**src/rtl/mem_port_arbiter_pkg.sv**
```systemverilog
// Shared types for the instruction/data memory port arbiter.
package arb_pkg;

  typedef enum logic [1:0] {
    StIdle,
    StIssue,
    StWait,
    StResp
  } arb_state_e;

  typedef logic [1:0] grant_t;

  localparam grant_t GNT_NONE = 2'b00;
  localparam grant_t GNT_I    = 2'b01;
  localparam grant_t GNT_D    = 2'b10;

  // A port requests when either enable is high.
  function automatic logic is_req(input logic rd, input logic wr);
    return rd | wr;
  endfunction

endpackage

```
**src/rtl/mem_port_arbiter_if.sv**
```systemverilog
// CPU-side instruction/data ports plus the memory-side command bus.
interface mem_port_arbiter_if;

  logic        iIReadEnable;
  logic        iIWriteEnable;
  logic [3:0]  iIByteEnable;
  logic [31:0] iIAddress;
  logic [31:0] iIWriteData;
  logic [31:0] oIReadData;
  logic        oIReady;

  logic        iDReadEnable;
  logic        iDWriteEnable;
  logic [3:0]  iDByteEnable;
  logic [31:0] iDAddress;
  logic [31:0] iDWriteData;
  logic [31:0] oDReadData;
  logic        oDReady;

  logic        oMReadEnable;
  logic        oMWriteEnable;
  logic [3:0]  oMByteEnable;
  logic [31:0] oMAddress;
  logic [31:0] oMWriteData;
  logic [31:0] iMReadData;

  logic        oStall;
  logic [1:0]  oGrant;

  // Arbiter view.
  modport slave (
    input  iIReadEnable, iIWriteEnable, iIByteEnable, iIAddress, iIWriteData,
    output oIReadData, oIReady,
    input  iDReadEnable, iDWriteEnable, iDByteEnable, iDAddress, iDWriteData,
    output oDReadData, oDReady,
    output oMReadEnable, oMWriteEnable, oMByteEnable, oMAddress, oMWriteData,
    input  iMReadData,
    output oStall, oGrant
  );

  // CPU and memory view.
  modport master (
    output iIReadEnable, iIWriteEnable, iIByteEnable, iIAddress, iIWriteData,
    input  oIReadData, oIReady,
    output iDReadEnable, iDWriteEnable, iDByteEnable, iDAddress, iDWriteData,
    input  oDReadData, oDReady,
    input  oMReadEnable, oMWriteEnable, oMByteEnable, oMAddress, oMWriteData,
    output iMReadData,
    input  oStall, oGrant
  );

endinterface

```
**src/rtl/mem_port_arbiter_priority_sel.sv**
```systemverilog
// Combinational I/D pick: data is preferred until it has won MAX_D_BURST
// times in a row over a waiting instruction request.
module arb_priority_sel
  import arb_pkg::*;
#(
  parameter int unsigned MAX_D_BURST = 4
) (
  input  logic       i_req_i,
  input  logic       d_req_i,
  input  logic [3:0] streak_i,
  output grant_t     grant_o
);

  // Pick the winning port for this idle cycle.
  always_comb begin
    grant_o = GNT_NONE;
    if (d_req_i && (!i_req_i || (streak_i != 4'(MAX_D_BURST)))) begin
      grant_o = GNT_D;
    end else if (i_req_i) begin
      grant_o = GNT_I;
    end
  end

endmodule

```
**src/rtl/mem_port_arbiter.sv**
```systemverilog
// Shares one fixed-latency single-port memory between instruction and data
// ports: arbitrate, issue one latched command, wait for read data, pulse ready.
module mem_port_arbiter
  import arb_pkg::*;
#(
  parameter int unsigned MEM_LATENCY = 1,
  parameter int unsigned MAX_D_BURST = 4
) (
  input  logic                iCLK,
  input  logic                iRST,
  mem_port_arbiter_if.slave   bus_io
);

  arb_state_e  state_q, state_d;
  grant_t      grant_q, grant_d;
  logic [3:0]  streak_q, streak_d;
  logic [2:0]  cnt_q, cnt_d;
  logic [31:0] lat_addr_q, lat_addr_d;
  logic [31:0] lat_wdata_q, lat_wdata_d;
  logic [3:0]  lat_be_q, lat_be_d;
  logic        lat_write_q, lat_write_d;
  logic [31:0] i_rdata_q, i_rdata_d;
  logic [31:0] d_rdata_q, d_rdata_d;

  logic   i_req, d_req;
  grant_t pick;

  assign i_req = is_req(bus_io.iIReadEnable, bus_io.iIWriteEnable);
  assign d_req = is_req(bus_io.iDReadEnable, bus_io.iDWriteEnable);

  arb_priority_sel #(
    .MAX_D_BURST(MAX_D_BURST)
  ) u_sel (
    .i_req_i (i_req),
    .d_req_i (d_req),
    .streak_i(streak_q),
    .grant_o (pick)
  );

  // Next-state: arbitration, command latch, latency count, read-data capture.
  always_comb begin
    state_d     = state_q;
    grant_d     = grant_q;
    streak_d    = streak_q;
    cnt_d       = cnt_q;
    lat_addr_d  = lat_addr_q;
    lat_wdata_d = lat_wdata_q;
    lat_be_d    = lat_be_q;
    lat_write_d = lat_write_q;
    i_rdata_d   = i_rdata_q;
    d_rdata_d   = d_rdata_q;
    unique case (state_q)
      StIdle: begin
        if (pick == GNT_D) begin
          state_d     = StIssue;
          grant_d     = GNT_D;
          streak_d    = i_req ? (streak_q + 4'd1) : 4'd0;
          lat_addr_d  = bus_io.iDAddress;
          lat_wdata_d = bus_io.iDWriteData;
          lat_be_d    = bus_io.iDByteEnable;
          lat_write_d = bus_io.iDWriteEnable;
        end else if (pick == GNT_I) begin
          state_d     = StIssue;
          grant_d     = GNT_I;
          streak_d    = 4'd0;
          lat_addr_d  = bus_io.iIAddress;
          lat_wdata_d = bus_io.iIWriteData;
          lat_be_d    = bus_io.iIByteEnable;
          lat_write_d = bus_io.iIWriteEnable;
        end
      end
      StIssue: begin
        if (lat_write_q) begin
          state_d = StResp;
        end else begin
          state_d = StWait;
          cnt_d   = 3'd1;
        end
      end
      StWait: begin
        if (cnt_q == 3'(MEM_LATENCY)) begin
          state_d = StResp;
          cnt_d   = 3'd0;
          if (grant_q == GNT_D) begin
            d_rdata_d = bus_io.iMReadData;
          end else begin
            i_rdata_d = bus_io.iMReadData;
          end
        end else begin
          cnt_d = cnt_q + 3'd1;
        end
      end
      StResp: begin
        // Requests are ignored here so the requester can drop its enable.
        state_d = StIdle;
      end
      default: state_d = StIdle;
    endcase
  end

  // State register with synchronous reset; drops any in-flight transaction.
  always_ff @(posedge iCLK) begin
    if (iRST) begin
      state_q     <= StIdle;
      grant_q     <= GNT_NONE;
      streak_q    <= 4'd0;
      cnt_q       <= 3'd0;
      lat_addr_q  <= 32'd0;
      lat_wdata_q <= 32'd0;
      lat_be_q    <= 4'd0;
      lat_write_q <= 1'b0;
      i_rdata_q   <= 32'd0;
      d_rdata_q   <= 32'd0;
    end else begin
      state_q     <= state_d;
      grant_q     <= grant_d;
      streak_q    <= streak_d;
      cnt_q       <= cnt_d;
      lat_addr_q  <= lat_addr_d;
      lat_wdata_q <= lat_wdata_d;
      lat_be_q    <= lat_be_d;
      lat_write_q <= lat_write_d;
      i_rdata_q   <= i_rdata_d;
      d_rdata_q   <= d_rdata_d;
    end
  end

  // Outputs: memory strobes only in ISSUE, ready pulses only in RESP.
  always_comb begin
    bus_io.oMReadEnable  = (state_q == StIssue) && !lat_write_q;
    bus_io.oMWriteEnable = (state_q == StIssue) && lat_write_q;
    bus_io.oMByteEnable  = (state_q == StIssue) ? lat_be_q : 4'd0;
    bus_io.oMAddress     = lat_addr_q;
    bus_io.oMWriteData   = lat_wdata_q;
    bus_io.oIReady       = (state_q == StResp) && (grant_q == GNT_I);
    bus_io.oDReady       = (state_q == StResp) && (grant_q == GNT_D);
    bus_io.oIReadData    = i_rdata_q;
    bus_io.oDReadData    = d_rdata_q;
    bus_io.oGrant        = (state_q == StIdle) ? GNT_NONE : grant_q;
    bus_io.oStall        = (i_req && !bus_io.oIReady) || (d_req && !bus_io.oDReady);
  end

endmodule
```
**src/flat_wrapper.sv**
```systemverilog
// flat-port wrapper written by rule: the top's interface ports become plain ports
module mem_port_arbiter_flat import arb_pkg::*;
#(
  parameter int unsigned MEM_LATENCY = 1,
  parameter int unsigned MAX_D_BURST = 4
)
  (iCLK, iRST, bus_io_iIReadEnable, bus_io_iIWriteEnable, bus_io_iIByteEnable, bus_io_iIAddress, bus_io_iIWriteData, bus_io_oIReadData, bus_io_oIReady, bus_io_iDReadEnable, bus_io_iDWriteEnable, bus_io_iDByteEnable, bus_io_iDAddress, bus_io_iDWriteData, bus_io_oDReadData, bus_io_oDReady, bus_io_oMReadEnable, bus_io_oMWriteEnable, bus_io_oMByteEnable, bus_io_oMAddress, bus_io_oMWriteData, bus_io_iMReadData, bus_io_oStall, bus_io_oGrant);
  mem_port_arbiter_if bus_io_i ();
  input  logic iCLK;
  input  logic iRST;
  input wire logic [$bits(bus_io_i.iIReadEnable)-1:0] bus_io_iIReadEnable;
  input wire logic [$bits(bus_io_i.iIWriteEnable)-1:0] bus_io_iIWriteEnable;
  input wire logic [$bits(bus_io_i.iIByteEnable)-1:0] bus_io_iIByteEnable;
  input wire logic [$bits(bus_io_i.iIAddress)-1:0] bus_io_iIAddress;
  input wire logic [$bits(bus_io_i.iIWriteData)-1:0] bus_io_iIWriteData;
  output wire logic [$bits(bus_io_i.oIReadData)-1:0] bus_io_oIReadData;
  output wire logic [$bits(bus_io_i.oIReady)-1:0] bus_io_oIReady;
  input wire logic [$bits(bus_io_i.iDReadEnable)-1:0] bus_io_iDReadEnable;
  input wire logic [$bits(bus_io_i.iDWriteEnable)-1:0] bus_io_iDWriteEnable;
  input wire logic [$bits(bus_io_i.iDByteEnable)-1:0] bus_io_iDByteEnable;
  input wire logic [$bits(bus_io_i.iDAddress)-1:0] bus_io_iDAddress;
  input wire logic [$bits(bus_io_i.iDWriteData)-1:0] bus_io_iDWriteData;
  output wire logic [$bits(bus_io_i.oDReadData)-1:0] bus_io_oDReadData;
  output wire logic [$bits(bus_io_i.oDReady)-1:0] bus_io_oDReady;
  output wire logic [$bits(bus_io_i.oMReadEnable)-1:0] bus_io_oMReadEnable;
  output wire logic [$bits(bus_io_i.oMWriteEnable)-1:0] bus_io_oMWriteEnable;
  output wire logic [$bits(bus_io_i.oMByteEnable)-1:0] bus_io_oMByteEnable;
  output wire logic [$bits(bus_io_i.oMAddress)-1:0] bus_io_oMAddress;
  output wire logic [$bits(bus_io_i.oMWriteData)-1:0] bus_io_oMWriteData;
  input wire logic [$bits(bus_io_i.iMReadData)-1:0] bus_io_iMReadData;
  output wire logic [$bits(bus_io_i.oStall)-1:0] bus_io_oStall;
  output wire logic [$bits(bus_io_i.oGrant)-1:0] bus_io_oGrant;
  assign bus_io_i.iIReadEnable = bus_io_iIReadEnable;
  assign bus_io_i.iIWriteEnable = bus_io_iIWriteEnable;
  assign bus_io_i.iIByteEnable = bus_io_iIByteEnable;
  assign bus_io_i.iIAddress = bus_io_iIAddress;
  assign bus_io_i.iIWriteData = bus_io_iIWriteData;
  assign bus_io_oIReadData = bus_io_i.oIReadData;
  assign bus_io_oIReady = bus_io_i.oIReady;
  assign bus_io_i.iDReadEnable = bus_io_iDReadEnable;
  assign bus_io_i.iDWriteEnable = bus_io_iDWriteEnable;
  assign bus_io_i.iDByteEnable = bus_io_iDByteEnable;
  assign bus_io_i.iDAddress = bus_io_iDAddress;
  assign bus_io_i.iDWriteData = bus_io_iDWriteData;
  assign bus_io_oDReadData = bus_io_i.oDReadData;
  assign bus_io_oDReady = bus_io_i.oDReady;
  assign bus_io_oMReadEnable = bus_io_i.oMReadEnable;
  assign bus_io_oMWriteEnable = bus_io_i.oMWriteEnable;
  assign bus_io_oMByteEnable = bus_io_i.oMByteEnable;
  assign bus_io_oMAddress = bus_io_i.oMAddress;
  assign bus_io_oMWriteData = bus_io_i.oMWriteData;
  assign bus_io_i.iMReadData = bus_io_iMReadData;
  assign bus_io_oStall = bus_io_i.oStall;
  assign bus_io_oGrant = bus_io_i.oGrant;
  mem_port_arbiter #(.MEM_LATENCY(MEM_LATENCY), .MAX_D_BURST(MAX_D_BURST)) u_core (.iCLK(iCLK), .iRST(iRST), .bus_io(bus_io_i));
endmodule
```
**config.mk**
```make
export PLATFORM = sky130hd
export DESIGN_NAME = mem_port_arbiter_flat
export DESIGN_NICKNAME = d
export VERILOG_FILES = /design/src/rtl/mem_port_arbiter_pkg.sv /design/src/rtl/mem_port_arbiter_if.sv /design/src/rtl/mem_port_arbiter_priority_sel.sv /design/src/rtl/mem_port_arbiter.sv /design/src/flat_wrapper.sv
export SDC_FILE = /design/constraint.sdc
export NUM_CORES = 1
export LEC_CHECK = 0
export BUFFER_PORTS_ARGS = -buffer_cell sky130_fd_sc_hd__buf_2
export CAP_MARGIN = 25
export CORE_MARGIN = 2
export CORE_UTILIZATION = 39
export DETAILED_ROUTE_END_ITERATION = 7
export PLACE_DENSITY = 0.75
export SLEW_MARGIN = 20
export SYNTH_ARGS = -nofsm -noshare
export SYNTH_HDL_FRONTEND = slang
export SYNTH_SLANG_ARGS = --single-unit
```
**constraint.sdc**
```tcl
create_clock -name iCLK -period 1.6 [get_ports iCLK]
set_input_delay 0 -clock iCLK [delete_from_list [all_inputs] [get_ports iCLK]]
set_output_delay 0 -clock iCLK [all_outputs]
set_load 0.05 [all_outputs]
```
==> run_results.csv, run 1 <==
group,metric,value,unit
run_status,status,"finished, violations left",
run_status,violations,"design-rule violations, negative setup slack",
grt,grt_first_pass_wirelength,37300,µm
timing,hold_viol,0,
cells_and_area,synthToLayoutAreaGrowth,89.1,%
synthesis,synth_edf_count,0,
setup_path,critical_path.endpoint_type,"flip-flop",
place,dp_hpwl,13100,µm
timing,tns,-10610,ps
cells_and_area,instances_no_fill,1309,
grt,grt_max_degree,62,
power,p_sw_frac,0.410,
synthesis,syn-num-nets,790,
cells_and_area,antenna-diode-count,0,
setup_path,crit_type,"reg -> reg",
cells_and_area,layout_commonest_cell,"buf_2",
routing,vias_per_cell,5.69,
synthesis,yosys_most_used_dff,"dfxtp_1",
cells_and_area,drive_gt1_frac,0.390,
cts,numCtsBuffers,17,
cts,root_buffer,"clkbuf_16",
power,power,15700,µW
floorplan,die_height,122,µm
floorplan,die_w,122,µm
power,power_leakage,0.00464,µW
synthesis,ys_async_sr_fraction,0,
setup_path,crit_fanout,26,
timing,finalCritPeriodShare,1.16,
cts,clk_latency,410,ps
floorplan,initial_core_util,0.395,
place,dp.cells,1086,
synthesis,ys_warn_count,0,
flow_run,cap_viol_max_count,0,
synthesis,yosysSeqAreaShare,0.532,
floorplan,coreArea,13700,µm²
power,p_clk_frac,0.265,
power,ir_worst_vdd,1.14,mV
setup_path,start_kind,"flip-flop",
floorplan,ios,313,
timing,slew_violations,0,
power,internal_power,9250,µW
timing,maxSlewHeadroom,0.627,
synthesis,synth_seq_cells,144,
cells_and_area,regArea,2890,µm²
power,seqPwrFrac,0.289,
power,power_density,1530,nW/µm²
routing,drt-total-wl,26500,µm
power,switchingPower,6420,µW
cts,cts_tree,"done",
routing,antenna_left,0,
cells_and_area,nFillCells,825,
timing,worst_pin_slew,559,ps
grt,grt_overflow,0,
timing,setup_viol,69,
cells_and_area,final_cell_mix,"buf_2, dlygate4sd3_1, dfxtp_1",
synthesis,synth_area_per_cell,8.90,µm²
routing,wl_per_cell,20.3,µm
routing,num_vias,7452,
floorplan,num_rows,43,
cts,clock_path_buffers,2,
cts,htreeDepth,4,
cts,path_clk_slew,70,ps
setup_path,cp.arrival,2130,ps
timing,post-route-min-period,1850,ps
timing,worst_clock_skew,8.19,ps
cells_and_area,multiInputGateArea,2440,µm²
place,place_congestion,0.838,
routing,drc,29,
place,io_buffer_count,312,
setup_path,cp_data_required_time,1880,ps
timing,setup_slack,-254,ps
timing,max_freq,539,MHz
synthesis,netlist_area,5420,µm²
floorplan,die_area,14900,µm²
grt,grt_pass1_vias,7316,
cts,clock-sinks,144,
routing,first_pass_iters,8,
grt,antenna_found_initial,0,
grt,grt_use_total,0.325,
timing,rsz0062_at_grt,"true",
cells_and_area,nets,1297,
power,pwr-share-comb,0.446,
hold_path,hold_class,"in -> reg",
routing,drt_iter0_markers,993,
synthesis,synthCells,609,
synthesis,ys_types,37,
-- power groups by stage --
stage	Clock, µW	Combinational [µW]	Sequential (µW)
2_1_floorplan	0	2340	6040
3_3_place_gp	0	5500	4470
3_5_place_dp	0	5570	4490
4_1_cts	4200	6090	4420
5_1_grt	4330	7230	4550
6_report	4150	6990	4530
-- worst max-delay path, cell delays in order (launching register included) --
cell and delay, ps:
dfxtp_2 330, inv_2 50, ha_4 140, and3b_2 220
o211a_4 270, buf_12 170, a222oi_1 410, nor2_1 110
-- kinds of logic (layout without fill, tap and decap cells) --
group	count (synthesis)	after routing	share of synthesized area
AO/OA/AOI/OAI	157	157	0.215
buffers and inverters	60	580	0.0524
AND/OR/NAND/NOR	239	239	0.180
adder cells (fa/ha/maj)	7	7	0.0162
flip-flops	144	144	0.532
multiplexers	2	2	0.00369
-- state kept, by name, indices dropped and copies added (netlist names) --
| register | count |
|---|---|
| u_core.lat_write_q | 1 |
| u_core.bus_io.oDReadData | 32 |
| u_core.bus_io.oMWriteData | 32 |
| u_core.grant_q | 2 |
| u_core.state_q | 2 |
| u_core.streak_q | 4 |
| u_core.bus_io.oMAddress | 32 |
| u_core.cnt_q | 3 |
| u_core.bus_io.oIReadData | 32 |
| u_core.lat_be_q | 4 |
-- per-layer routing --
| metal | part of all wire | track usage | routed length, µm |
|---|---|---|---|
| met1 | 0.33 | 0.346 | 8720 |
| met2 | 0.49 | 0.553 | 12900 |
| met3 | 0.11 | 0.0847 | 2860 |
| met4 | 0.077 | 0.243 | 2050 |
| met5 | 0 | 0 | 0 |
-- path summary, 6_finish.rpt --
kind	to	cells past startpoint	startpoint	slack [ps]
max	u_core.bus_io.oMAddress[16]$_SDFFE_PP0P_	7	u_core.streak_q[0]$_SDFFE_PP0P_	-250
max reg2reg	u_core.bus_io.oMAddress[16]$_SDFFE_PP0P_	7	u_core.streak_q[0]$_SDFFE_PP0P_	-250
min	u_core.lat_write_q$_SDFFE_PP0P_	4	bus_io_iDReadEnable	120
min reg2reg	u_core.bus_io.oIReadData[5]$_SDFFE_PP0P_	2	u_core.bus_io.oIReadData[5]$_SDFFE_PP0P_	450
-- Yosys cell counts (all sizes together), types with 2 or more instances --
master	count	area, µm²
dfxtp	144	2880
nor3	2	10.0
o31ai	2	15.0
o21ai	4	20.0
nand3	2	10.0
a21oi	72	364
nand2b	2	12.5
nor2b	5	31.3
mux2i	2	20.0
a222oi	68	681
ha	7	87.6
nand2	133	499
nand3b	2	15.0
clkbuf	38	143
a32oi	2	17.5
buf	15	115
nand4	2	12.5
inv	7	26.3
nor4	2	25.0
nor2	80	300
and2	6	37.5
-- area by class of cell --
cell class	instances	share of cell area
Clock buffer	18	0.0428
Clock inverter	14	0.0176
Inverter	7	0.00281
Multi-Input combinational cell	405	0.238
Sequential cell	144	0.282
Tap cell	180	0.0220
Timing Repair Buffer	541	0.395
-- metrics by stage --
step / worst slack [ps] / util / hold WS [ps] / instance area (µm²)
5_1_grt: -331 / 0.747 / 109 / 10200
3_5_place_dp: -100 / 0.540 / 240 / 7410
3_3_place_gp: -52.1 / 0.540 / 232 / 7410
2_1_floorplan: -196 / - / 136 / 5470
4_1_cts: -97.8 / 0.724 / 45.9 / 9940
6_report: -254 / 0.747 / 119 / 10200
-- what timing repair did --
action | CTS | global route
pin swaps | 29 | 16
buffers inserted | 4 | 9
endpoints found under the hold margin | 141 | 0
setup endpoints to repair | 120 | 125
hold buffers | 171 | 0
gates resized for setup | 31 | 36
cloned | 2 | 5
No activity file was read; power rests on OpenSTA's default activity.
==> run 2: changes to the inputs <==
--- a/config.mk
+++ b/config.mk
@@ -10,7 +10,7 @@
 export CORE_MARGIN = 2
 export CORE_UTILIZATION = 39
 export DETAILED_ROUTE_END_ITERATION = 7
-export PLACE_DENSITY = 0.75
+export PLACE_DENSITY = 0.73
 export SLEW_MARGIN = 20
 export SYNTH_ARGS = -nofsm -noshare
 export SYNTH_HDL_FRONTEND = slang
==> run 2 against run 1 <==
The run still ends with design-rule violations, negative setup slack left. Die area unchanged. Non-clock buffer count up 9. Global-route usage down 2.0 points. Critical path type unchanged. Largest power group unchanged.
==> run_results.csv, run 2 (synthesized netlist as in run 1, its figures left out) <==
group,metric,value,unit
cts,root_buffer,"clkbuf_16",
power,seqPwrFrac,0.273,
timing,worst_pin_slew,652,ps
setup_path,cp.arrival,2280,ps
hold_path,whs_path_depth,4,
hold_path,min_from,"bus_io_iDReadEnable",
cells_and_area,final_util,0.788,
routing,num_vias,7677,
timing,finalCritPeriodShare,1.24,
grt,grt_use_total,0.305,
setup_path,cp_num_cells,7,
cts,clk_latency,430,ps
cts,clock_path_buffers,2,
routing,vias_per_cell,5.82,
setup_path,crit_fanout,23,
power,p_clk_frac,0.252,
floorplan,die_area,14900,µm²
routing,drt-total-wl,28700,µm
setup_path,critical_path.endpoint_type,"flip-flop",
setup_path,regToRegEndpoint,"u_core.bus_io.oMWriteData[26]$_SDFFE_PP0P_",
timing,worst_clock_skew,10.7,ps
timing,post-route-min-period,1990,ps
cells_and_area,nets,1306,
floorplan,coreArea,13700,µm²
cts,cts_tree,"done",
setup_path,start_kind,"flip-flop",
floorplan,die_w,122,µm
floorplan,initial_core_util,0.395,
power,internal_power,9780,µW
power,switchingPower,6830,µW
grt,grt_overflow,0,
routing,wl_per_cell,21.7,µm
setup_path,cp_cell_sequence,"inv_2, ha_4, and3b_2, o211a_4, buf_12, a222oi_1, nor2_1",
power,p_sw_frac,0.411,
cts,htreeDepth,4,
timing,holdWs,84.6,ps
setup_path,reg2reg_slack,-390,ps
cells_and_area,layout_commonest_cell,"buf_2",
setup_path,cp_data_required_time,1890,ps
timing,setup_slack,-392,ps
floorplan,num_rows,43,
power,power_density,1540,nW/µm²
cells_and_area,synthToLayoutAreaGrowth,99.4,%
routing,antenna_left,0,
cts,clock-sinks,144,
timing,rsz0062_at_grt,"true",
hold_path,hold_class,"in -> reg",
grt,grt_max_degree,63,
timing,max_freq,502,MHz
timing,slew_violations,0,
place,io_buffer_count,312,
hold_path,whs_endpoint,"u_core.lat_write_q$_SDFFE_PP0P_",
routing,drt_iter0_markers,1064,
power,ir_worst_vdd,0.817,mV
setup_path,r2r-start,"u_core.streak_q[0]$_SDFFE_PP0P_",
timing,setup_viol,136,
grt,antenna_found_initial,0,
run_status,status,"finished, violations left",
floorplan,ios,313,
cts,numCtsBuffers,17,
grt,grt_first_pass_wirelength,35400,µm
setup_path,crit_slowest_cell,"a222oi_1",
place,dp_hpwl,12700,µm
place,place_congestion,0.840,
cells_and_area,final_cell_mix,"buf_2, dlygate4sd3_1, dfxtp_1",
grt,grt_pass1_vias,7000,
setup_path,crit_type,"reg -> reg",
cells_and_area,drive_gt1_frac,0.452,
timing,hold_viol,0,
run_status,violations,"design-rule violations, negative setup slack",
setup_path,r2r_cells,7,
setup_path,crit_buf_inv,2,
cts,path_clk_slew,60,ps
power,power_leakage,0.00498,µW
timing,maxSlewHeadroom,0.566,
power,power,16600,µW
cells_and_area,nFillCells,742,
floorplan,die_height,122,µm
routing,first_pass_iters,8,
setup_path,crit_path_max_incr_delay,550,ps
power,pwr-share-comb,0.475,
setup_path,crit_family,"compound AO/OA/AOI/OAI gates",
routing,drc,15,
flow_run,cap_viol_max_count,0,
## run 2: cell count changes in the layout (fill, tap and decap cells not counted), sizes merged
cell,delta
clkbuf,+10
inv,-2
clkinv,-1
clkinvlp,+1
diode,+1
dlygate4sd3,+1
## run 2: power by group through the flow
stage               combinational, µW  clock, µW  sequential, µW
global placement                 5420          0            4480
floorplan                        2340          0            6040
detailed placement               5480          0            4500
CTS                              5870       4160            4430
finish                           7900       4180            4540
global route                     8150       4350            4570
## run 2: worst max-delay path by stage
stage	startpoint	endpoint	slack (ps)
finish	u_core.streak_q[0]$_SDFFE_PP0P_	u_core.bus_io.oMWriteData[26]$_SDFFE_PP0P_	-390
global placement	u_core.streak_q[0]$_SDFFE_PP0P_	u_core.bus_io.oMWriteData[10]$_SDFFE_PP0P_	-10
CTS	u_core.streak_q[0]$_SDFFE_PP0P_	u_core.bus_io.oMWriteData[10]$_SDFFE_PP0P_	-50
detailed placement	u_core.streak_q[0]$_SDFFE_PP0P_	u_core.bus_io.oMWriteData[10]$_SDFFE_PP0P_	-80
global route	u_core.streak_q[0]$_SDFFE_PP0P_	u_core.bus_io.oMWriteData[26]$_SDFFE_PP0P_	-420
floorplan	u_core.streak_q[1]$_SDFFE_PP0P_	u_core.bus_io.oMWriteData[10]$_SDFFE_PP0P_	-200
## run 2: metrics by stage
step | TNS, ps | setup slack [ps] | cells | area (µm²)
3_3_place_gp | -42.7 | -10.3 | 1080 | 7360
2_1_floorplan | -5920 | -196 | 609 | 5470
3_5_place_dp | -1140 | -78.2 | 1080 | 7360
4_1_cts | -1270 | -51.7 | 1284 | 9750
6_report | -22800 | -392 | 1319 | 10800
5_1_grt | -29650 | -415 | 1318 | 10800
## run 2: final cells by class
cell class	instances	area [µm²]	share of cell area
inverters	7	28.8	0.00266
clock inverters	12	158	0.0146
flip-flops and latches	144	2890	0.267
multi-input cells	405	2790	0.258
repair buffers	550	4260	0.394
clock buffers	20	457	0.0423
diodes	1	2.50	0.000232
well taps	180	225	0.0208
## run 2: per-layer routing
layer / global-route usage / vias to the layer above / part of all wire
li1: - / 3232 / -
met1: 0.341 / 3553 / 0.33
met2: 0.503 / 697 / 0.48
met3: 0.0815 / 195 / 0.11
met4: 0.219 / 0 / 0.080
met5: 0 / - / 0
## run 2: what timing repair did
item	CTS	global route
hold endpoints to repair	138	0
gates resized for setup	20	146
gates cloned	0	17
pin swaps	13	69
endpoints found under the setup margin	77	113
hold buffers	172	0
setup buffers	0	18
## run 2: worst min-delay path: cells and delay by family
family	cells	cell delay, ps
AO/OA/AOI/OAI	3	310
buffers and inverters	1	150
